File: config.mk
export PLATFORM = sky130hd
export DESIGN_NAME = vga_timing_gen
export DESIGN_NICKNAME = d
export VERILOG_FILES = /design/src/rtl/vga_timing_gen.sv
export SDC_FILE = /design/constraint.sdc
export NUM_CORES = 1
export LEC_CHECK = 0
export ABC_AREA = 1
export CAP_MARGIN = 20
export CORE_MARGIN = 4
export CORE_UTILIZATION = 55
export CTS_CLUSTER_SIZE = 8
export DETAILED_ROUTE_END_ITERATION = 16
export DONT_BUFFER_PORTS = 1
export PLACE_DENSITY_LB_ADDON = 0.2
export SYNTH_ARGS = -nofsm -noshare
export SYNTH_HDL_FRONTEND = slang
export SYNTH_SLANG_ARGS = --single-unit
File: constraint.sdc
create_clock -name clk -period 3.56 [get_ports clk]
set_clock_uncertainty 0.1 [all_clocks]
set_input_delay 0.712 -clock clk [delete_from_list [all_inputs] [get_ports clk]]
set_output_delay 0.712 -clock clk [all_outputs]
set_load 0.03 [all_outputs]
File: src/rtl/vga_timing_gen.sv
// VGA raster timing: pixel-step divider, h/v position counters, sync/blank
// decode aligned with the counters, and frame/game update strobes.
module vga_timing_gen #(
  parameter int unsigned CLK_DIV      = 4,
  parameter int unsigned H_TOTAL      = 800,
  parameter int unsigned H_SYNC       = 96,
  parameter int unsigned H_DISP_START = 144,
  parameter int unsigned H_DISP_END   = 783,
  parameter int unsigned V_TOTAL      = 525,
  parameter int unsigned V_SYNC       = 2,
  parameter int unsigned V_DISP_START = 35,
  parameter int unsigned V_DISP_END   = 514,
  parameter int unsigned FRAME_DIV    = 1
) (
  input  logic       clk,
  input  logic       rst,
  input  logic       en,
  output logic       pix_en,
  output logic [9:0] hCount,
  output logic [9:0] vCount,
  output logic       hSync,
  output logic       vSync,
  output logic       bright,
  output logic       frame_tick,
  output logic       game_tick
);

  localparam int unsigned CNT_W = 10;
  localparam int unsigned FRM_W = 6;
  localparam int unsigned DIV_W = (CLK_DIV > 1) ? $clog2(CLK_DIV) : 1;

  logic [DIV_W-1:0] div_cnt, div_nxt;
  logic [CNT_W-1:0] h_nxt, v_nxt;
  logic [FRM_W-1:0] frm_cnt, frm_nxt;
  logic             step_q;
  logic             h_sync_nxt, v_sync_nxt, bright_nxt;
  logic             at_div_end;

  // step_q marks the first clk after a pixel step, so the frame strobe
  // fires once per pixel even though the counters sit there CLK_DIV clks.
  assign at_div_end = (div_cnt == DIV_W'(CLK_DIV - 1));
  assign pix_en     = en && !rst && at_div_end;
  assign frame_tick = en && step_q && (hCount == '0) &&
                      (vCount == CNT_W'(V_DISP_END + 1));
  assign game_tick  = frame_tick && (frm_cnt == FRM_W'(FRAME_DIV - 1));

  // Next-state counters and decode of the position they will hold.
  always_comb begin
    div_nxt = div_cnt;
    h_nxt   = hCount;
    v_nxt   = vCount;
    frm_nxt = frm_cnt;
    if (en) begin
      div_nxt = at_div_end ? '0 : div_cnt + DIV_W'(1);
      if (pix_en) begin
        if (hCount == CNT_W'(H_TOTAL - 1)) begin
          h_nxt = '0;
          v_nxt = (vCount == CNT_W'(V_TOTAL - 1)) ? '0 : vCount + CNT_W'(1);
        end else begin
          h_nxt = hCount + CNT_W'(1);
        end
      end
      if (frame_tick) begin
        frm_nxt = game_tick ? '0 : frm_cnt + FRM_W'(1);
      end
    end
    h_sync_nxt = (h_nxt >= CNT_W'(H_SYNC));
    v_sync_nxt = (v_nxt >= CNT_W'(V_SYNC));
    bright_nxt = (h_nxt >= CNT_W'(H_DISP_START)) && (h_nxt <= CNT_W'(H_DISP_END)) &&
                 (v_nxt >= CNT_W'(V_DISP_START)) && (v_nxt <= CNT_W'(V_DISP_END));
  end

  always_ff @(posedge clk or posedge rst) begin
    if (rst) begin
      div_cnt <= '0;
      hCount  <= '0;
      vCount  <= '0;
      frm_cnt <= '0;
      step_q  <= 1'b0;
      hSync   <= 1'b0;
      vSync   <= 1'b0;
      bright  <= 1'b0;
    end else if (en) begin
      div_cnt <= div_nxt;
      hCount  <= h_nxt;
      vCount  <= v_nxt;
      frm_cnt <= frm_nxt;
      step_q  <= pix_en;
      hSync   <= h_sync_nxt;
      vSync   <= v_sync_nxt;
      bright  <= bright_nxt;
    end
  end

endmodule

==> flow_metrics.py, run 1 <==
metrics = {
    "outcome": {
        "status": "finished, final reports clean",
    },
    "sta": {
        "whs_ns": 0.3285,
        "rsz0062_at_grt": "false",
        "maxClockFrequency_mhz": 340.0,
        "worst_pin_slew_ns": 0.5912,
        "relSlewSlack_pct": 60.44,
        "slew_viol_final": 0,
        "min_period_over_period_pct": 82.62,
        "setup_viol": 0,
        "setup_tns_ns": 0,
        "fin_crit_ns": 2.941,
        "hold_viol": 0,
    },
    "worst_setup_path": {
        "cp.arrival_ns": 2.13,
        "cp_slowest_cell": "dfrtp_1",
        "r2r_slack_ns": 1.20,
        "critPathKind": "flip-flop to primary output",
        "worstSetupStartpointType": "flip-flop",
        "worst_path_most_repeated_cell": "nand3_1",
        "cp_data_required_time_ns": 2.75,
        "cp.buffers_inverters": 0,
        "endpoint_kind": "primary output",
        "path_max_fanout": 7,
        "cp_top_family": "simple AND/OR/NAND/NOR gates",
        "critPathMaxStageDelay_ns": 0.63,
        "crit_chain": "ha_1 -> nand3_1 -> nor4_1 -> nand3_1 -> nor2_1",
    },
    "floorplan": {
        "die_w_um": 70.23,
        "num_rows": 22,
        "core_area_um2": 3689,
        "ios": 29,
        "dieArea_um2": 4932,
        "initial_utilization_pct": 57.73,
        "die_h_um": 70.23,
    },
    "placed_design": {
        "gp_congestion": 0.8846,
        "hpwl_um": 3486,
        "placed_area_um2": 2171,
        "portBuffers": 0,
        "dpl.cell_count": 346,
    },
    "cts": {
        "numCtsBuffers": 5,
        "post_cts_buffers": 0,
        "htree_levels": 2,
        "cts_tree": "built",
        "root_buffer": "clkbuf_8",
        "ctsResizeCount": 0,
        "clk_latency_ns": 0.29,
        "cts_sinks": 32,
        "cts_buffer_depth": 2,
        "clk_pin_slew_ns": 0.07,
        "ctsHoldBuffers": 0,
    },
    "drt": {
        "wl_um": 4548,
        "drc": 0,
        "drt_first_pass_iters": 4,
        "ant_nets": 0,
        "via_count": 1816,
        "via_per_inst": 5.130,
        "drt_iter0_drc": 126,
        "wl_per_cell_um": 12.85,
    },
    "layout": {
        "final_area_um2": 2261,
        "final_common_cell": "nand2_1",
        "layout.cells.non_filler": 354,
        "n_fill_cell": 357,
        "final_cell_mix": "85 x nand2_1, 49 x inv_1, 37 x nor2_1",
        "antenna_cells": 0,
        "layout-drive-gt1-share_pct": 10.13,
        "nets": 315,
        "syn2layout_area_growth_pct": 6.169,
        "utilization_pct": 61.30,
    },
    "grt": {
        "grt_pass1_vias": 1677,
        "grt_antenna_before_repair": 0,
        "grt_first_pass_wirelength_um": 7776,
        "gr-total-overflow": 0,
        "grt_max_degree": 33,
        "grt_use_total_pct": 19.84,
    },
    "synth": {
        "synth_cells": 300,
        "synth_area_per_cell_um2": 7.098,
        "yosysWarnings": 0,
        "synth.distinct_cells": 29,
        "synth_area_leaders": "dfrtp_1 38%, nand2_1 15%, inv_1 8.6%",
        "syn_area_um2": 2130,
        "ys_seq_area_share_pct": 37.60,
        "ys_ff_latch": 32,
        "synth_top_area_cell": "dfrtp_1",
        "synth_nets": 310,
        "yosysTopAreaCellShare_pct": 37.60,
    },
    "pwr": {
        "p_per_area_nw_per_um2": 411.3,
        "peakVddDrop_mv": 0.3067,
        "p_leak_nw": 1.165,
    },
    "job": {
        "cap_violations": 0,
    },
    "worst_hold_path": {
        "min_path_type": "primary input to async pin",
    },
}
## worst paths after layout
kind                       startpoint    endpoint  depth (start not counted)
hold / removal                    rst   hCount[3]                          2
hold reg to reg            frm_cnt[5]  frm_cnt[5]                          1
setup / recovery            vCount[0]   game_tick                          5
max in group asynchronous         rst   hCount[6]                          2
min in group clk           frm_cnt[5]  frm_cnt[5]                          1
setup reg to reg            vCount[0]       vSync                         14
## report_power, final
| part | total, mW | switching (mW) | internal [mW] | leakage (nW) |
|---|---|---|---|---|
| Clock | 0.291 | 0.134 | 0.158 | 0.0455 |
| Combinational | 0.142 | 0.0945 | 0.0473 | 0.754 |
| Sequential | 0.497 | 0.0959 | 0.401 | 0.365 |
## cells in the mapped netlist
library cell	count
nand3_2	1
inv_1	49
nand2_4	2
a21oi_1	2
o21ai_2	2
clkinv_1	1
buf_4	2
a211oi_1	1
inv_2	6
nor2_2	4
dfrtp_1	32
nand2_1	85
nor3b_1	1
nor2_4	1
nand2_2	3
nor3_4	1
nor2_8	2
xor2_1	3
nand4_1	11
nand3_4	2
o21ai_1	2
buf_6	1
xnor2_1	2
o21ai_0	6
nor2_1	37
nand3_1	26
nor3_1	6
nor4_1	2
ha_1	7
## logic make-up (layout without fill, tap and decap cells)
group / Yosys count / count (layout) / share of synthesized area, %
AND/OR/NAND/NOR: 184 / 184 / 41.60
flip-flops: 32 / 32 / 37.60
adder cells (fa/ha/maj): 7 / 7 / 4.113
AO/OA/AOI/OAI: 13 / 13 / 3.526
buffers and inverters: 59 / 65 / 11.10
XOR/XNOR: 5 / 5 / 2.057
## metal layers
metal,global-route usage [%],part of all wire (%)
met1,26.70,47
met2,30.15,45
met3,5.899,6.2
met4,7.021,1.7
met5,0,0
## registers in the layout, indices dropped and copies added (netlist names)
signal and flops:
bright 1, frm_cnt 6, step_q 1, vSync 1
vCount 10, div_cnt 2, hSync 1, hCount 10
## area by class of cell
cell class              instances  area (um2)  share of cell area, %
flip-flops and latches         32       800.8                  35.42
inverters                      56       210.2                  9.297
multi-input cells             209        1092                  48.31
clock buffers                   8       90.09                  3.985
repair buffers                  1       7.507                 0.3320
well taps                      48       60.06                  2.656
## metrics by stage
step | setup slack (ns) | total power [mW]
floorplan | 1.076 | 0.6123
global placement | 0.9403 | 0.6416
detailed placement | 0.9113 | 0.6459
CTS | 0.5914 | 0.9401
global route | 0.4258 | 0.9849
finish | 0.6188 | 0.9298
Power figures use the tool's default switching activity.
==> run 2, diff against run 1 <==
- clock period: 3.56 -> 2.7 ns (I/O delays scaled with it)
==> flow_metrics.py, run 2 (synthesized netlist as in run 1, its figures left out) <==
metrics = {
    "grt": {
        "grt_antenna_before_repair": 0,
        "met3_usage_pct": 6.763,
        "gr-total-overflow": 0,
        "grt.busiest_layer": "met2",
        "gr-usage-met2_pct": 31.81,
        "grt_max_degree": 33,
        "grt_first_pass_wirelength_um": 8183,
        "grt_pass1_vias": 1788,
        "gr-usage-met1_pct": 26.56,
        "grt_use_total_pct": 20.75,
    },
    "pwr": {
        "p_leak_nw": 1.192,
        "p_per_area_nw_per_um2": 536.3,
        "finalPower_mw": 1.237,
        "peakVddDrop_mv": 0.4585,
    },
    "floorplan": {
        "dieArea_um2": 4932,
        "ios": 29,
        "die_h_um": 70.23,
        "core_area_um2": 3689,
        "num_rows": 22,
        "initial_utilization_pct": 57.73,
        "die_w_um": 70.23,
    },
    "worst_hold_path": {
        "min_path_type": "primary input to async pin",
    },
    "layout": {
        "syn2layout_area_growth_pct": 8.343,
        "nets": 321,
        "layout-drive-gt1-share_pct": 12.50,
        "final_area_um2": 2307,
        "largestRegisters": "hCount: 10 flops, vCount: 10 flops, frm_cnt: 6 flops",
        "antenna_cells": 0,
        "final_common_cell": "nand2_1",
        "final_cell_mix": "85 x nand2_1, 48 x inv_1, 37 x nor2_1",
    },
    "worst_setup_path": {
        "worstSetupStartpointType": "flip-flop",
        "cp.arrival_ns": 1.89,
        "endpoint_kind": "primary output",
        "cp.buffers_inverters": 2,
        "critPathMaxStageDelay_ns": 0.52,
        "crit_chain": "inv_1 -> ha_1 -> nand3_1 -> nor4_1 -> nand3_1 -> nor2_1 -> buf_4",
        "critPathKind": "flip-flop to primary output",
        "cp_top_family": "simple AND/OR/NAND/NOR gates",
        "cp_data_required_time_ns": 2.06,
        "path_max_fanout": 4,
        "cp_slowest_cell": "dfrtp_1",
        "worst_path_most_repeated_cell": "nand3_1",
    },
    "sta": {
        "whs_ns": 0.1660,
        "fin_crit_ns": 2.528,
        "worst_slack_ns": 0.1715,
        "slew_viol_final": 0,
        "rsz0062_at_grt": "false",
        "min_period_over_period_pct": 93.65,
        "hold_viol": 0,
        "setup_tns_ns": 0,
        "worst_pin_slew_ns": 0.4920,
        "maxClockFrequency_mhz": 395.5,
        "setup_viol": 0,
        "relSlewSlack_pct": 67.20,
    },
    "drt": {
        "wl_per_cell_um": 12.99,
        "wl_um": 4675,
        "via_per_inst": 5.119,
        "drt_iter0_drc": 116,
        "drt_first_pass_iters": 4,
        "ant_nets": 0,
        "drc": 0,
        "via_count": 1843,
    },
    "cts": {
        "clk_latency_ns": 0.28,
        "root_buffer": "clkbuf_8",
        "ctsHoldBuffers": 0,
        "clk_pin_slew_ns": 0.06,
        "cts_sinks": 32,
        "cts_buffer_depth": 2,
        "htree_levels": 2,
        "cts_tree": "built",
        "numCtsBuffers": 5,
        "post_cts_buffers": 0,
    },
    "placed_design": {
        "placed_area_um2": 2216,
        "portBuffers": 0,
        "place_ws_ns": 0.4404,
        "hpwl_um": 3632,
        "gp_congestion": 0.9304,
    },
    "job": {
        "cap_violations": 0,
    },
    "outcome": {
        "status": "finished, final reports clean",
    },
}
==> run 2: repair_timing <==
action	4_1_cts	5_1_grt
setup endpoints to repair	0	1
endpoints found under the hold margin	0	0
resized for setup	0	2
==> run 2: path summary, 6_finish.rpt <==
path                       cells past startpoint        from         end  slack (ns)
max in group asynchronous                      2         rst   hCount[0]        2.02
hold / removal                                 2         rst   hCount[6]        0.17
setup reg to reg                              13   hCount[1]      bright        0.46
hold reg to reg                                2  div_cnt[1]  div_cnt[1]        0.38
min in group clk                               1          en  div_cnt[0]        0.25
setup / recovery                               7   hCount[1]   game_tick        0.17
==> run 2: metrics by stage <==
| stage | cells | utilization, % |
|---|---|---|
| after floorplan | 300 | - |
| after CTS | 360 | 62.52 |
| after global routing | 360 | 62.55 |
| after global placement | 352 | 60.07 |
| after detailed placement | 352 | 60.07 |
| final | 360 | 62.55 |
==> run 2: layout make-up <==
type | instances | area, um2
fill | 339 | 1381
multi-input combinational | 209 | 1092
sequential | 32 | 802.0
inverter | 56 | 210.2
clock buffer | 8 | 90.09
tap | 48 | 60.06
timing repair buffer | 7 | 52.55
==> run 2: per-layer routing <==
layer	wire length [um]	up-vias
met5	0	-
met4	93	0
met3	334	10
met2	2183	56
met1	2063	818
li1	-	959
==> run 2: worst register-to-register path: cells and delay by family (launching register included) <==
family                     cells  cell delay, ns
adders and majority gates      1            0.24
DFF                            1            0.56
and+or+nand+nor               12            1.28
==> run 2: power by group <==
group	switching [mW]	leakage (nW)	internal (mW)	total, mW
sequential	0.0954	0.364	0.531	0.626
combinational	0.158	0.782	0.0786	0.236
clock	0.167	0.0455	0.208	0.375
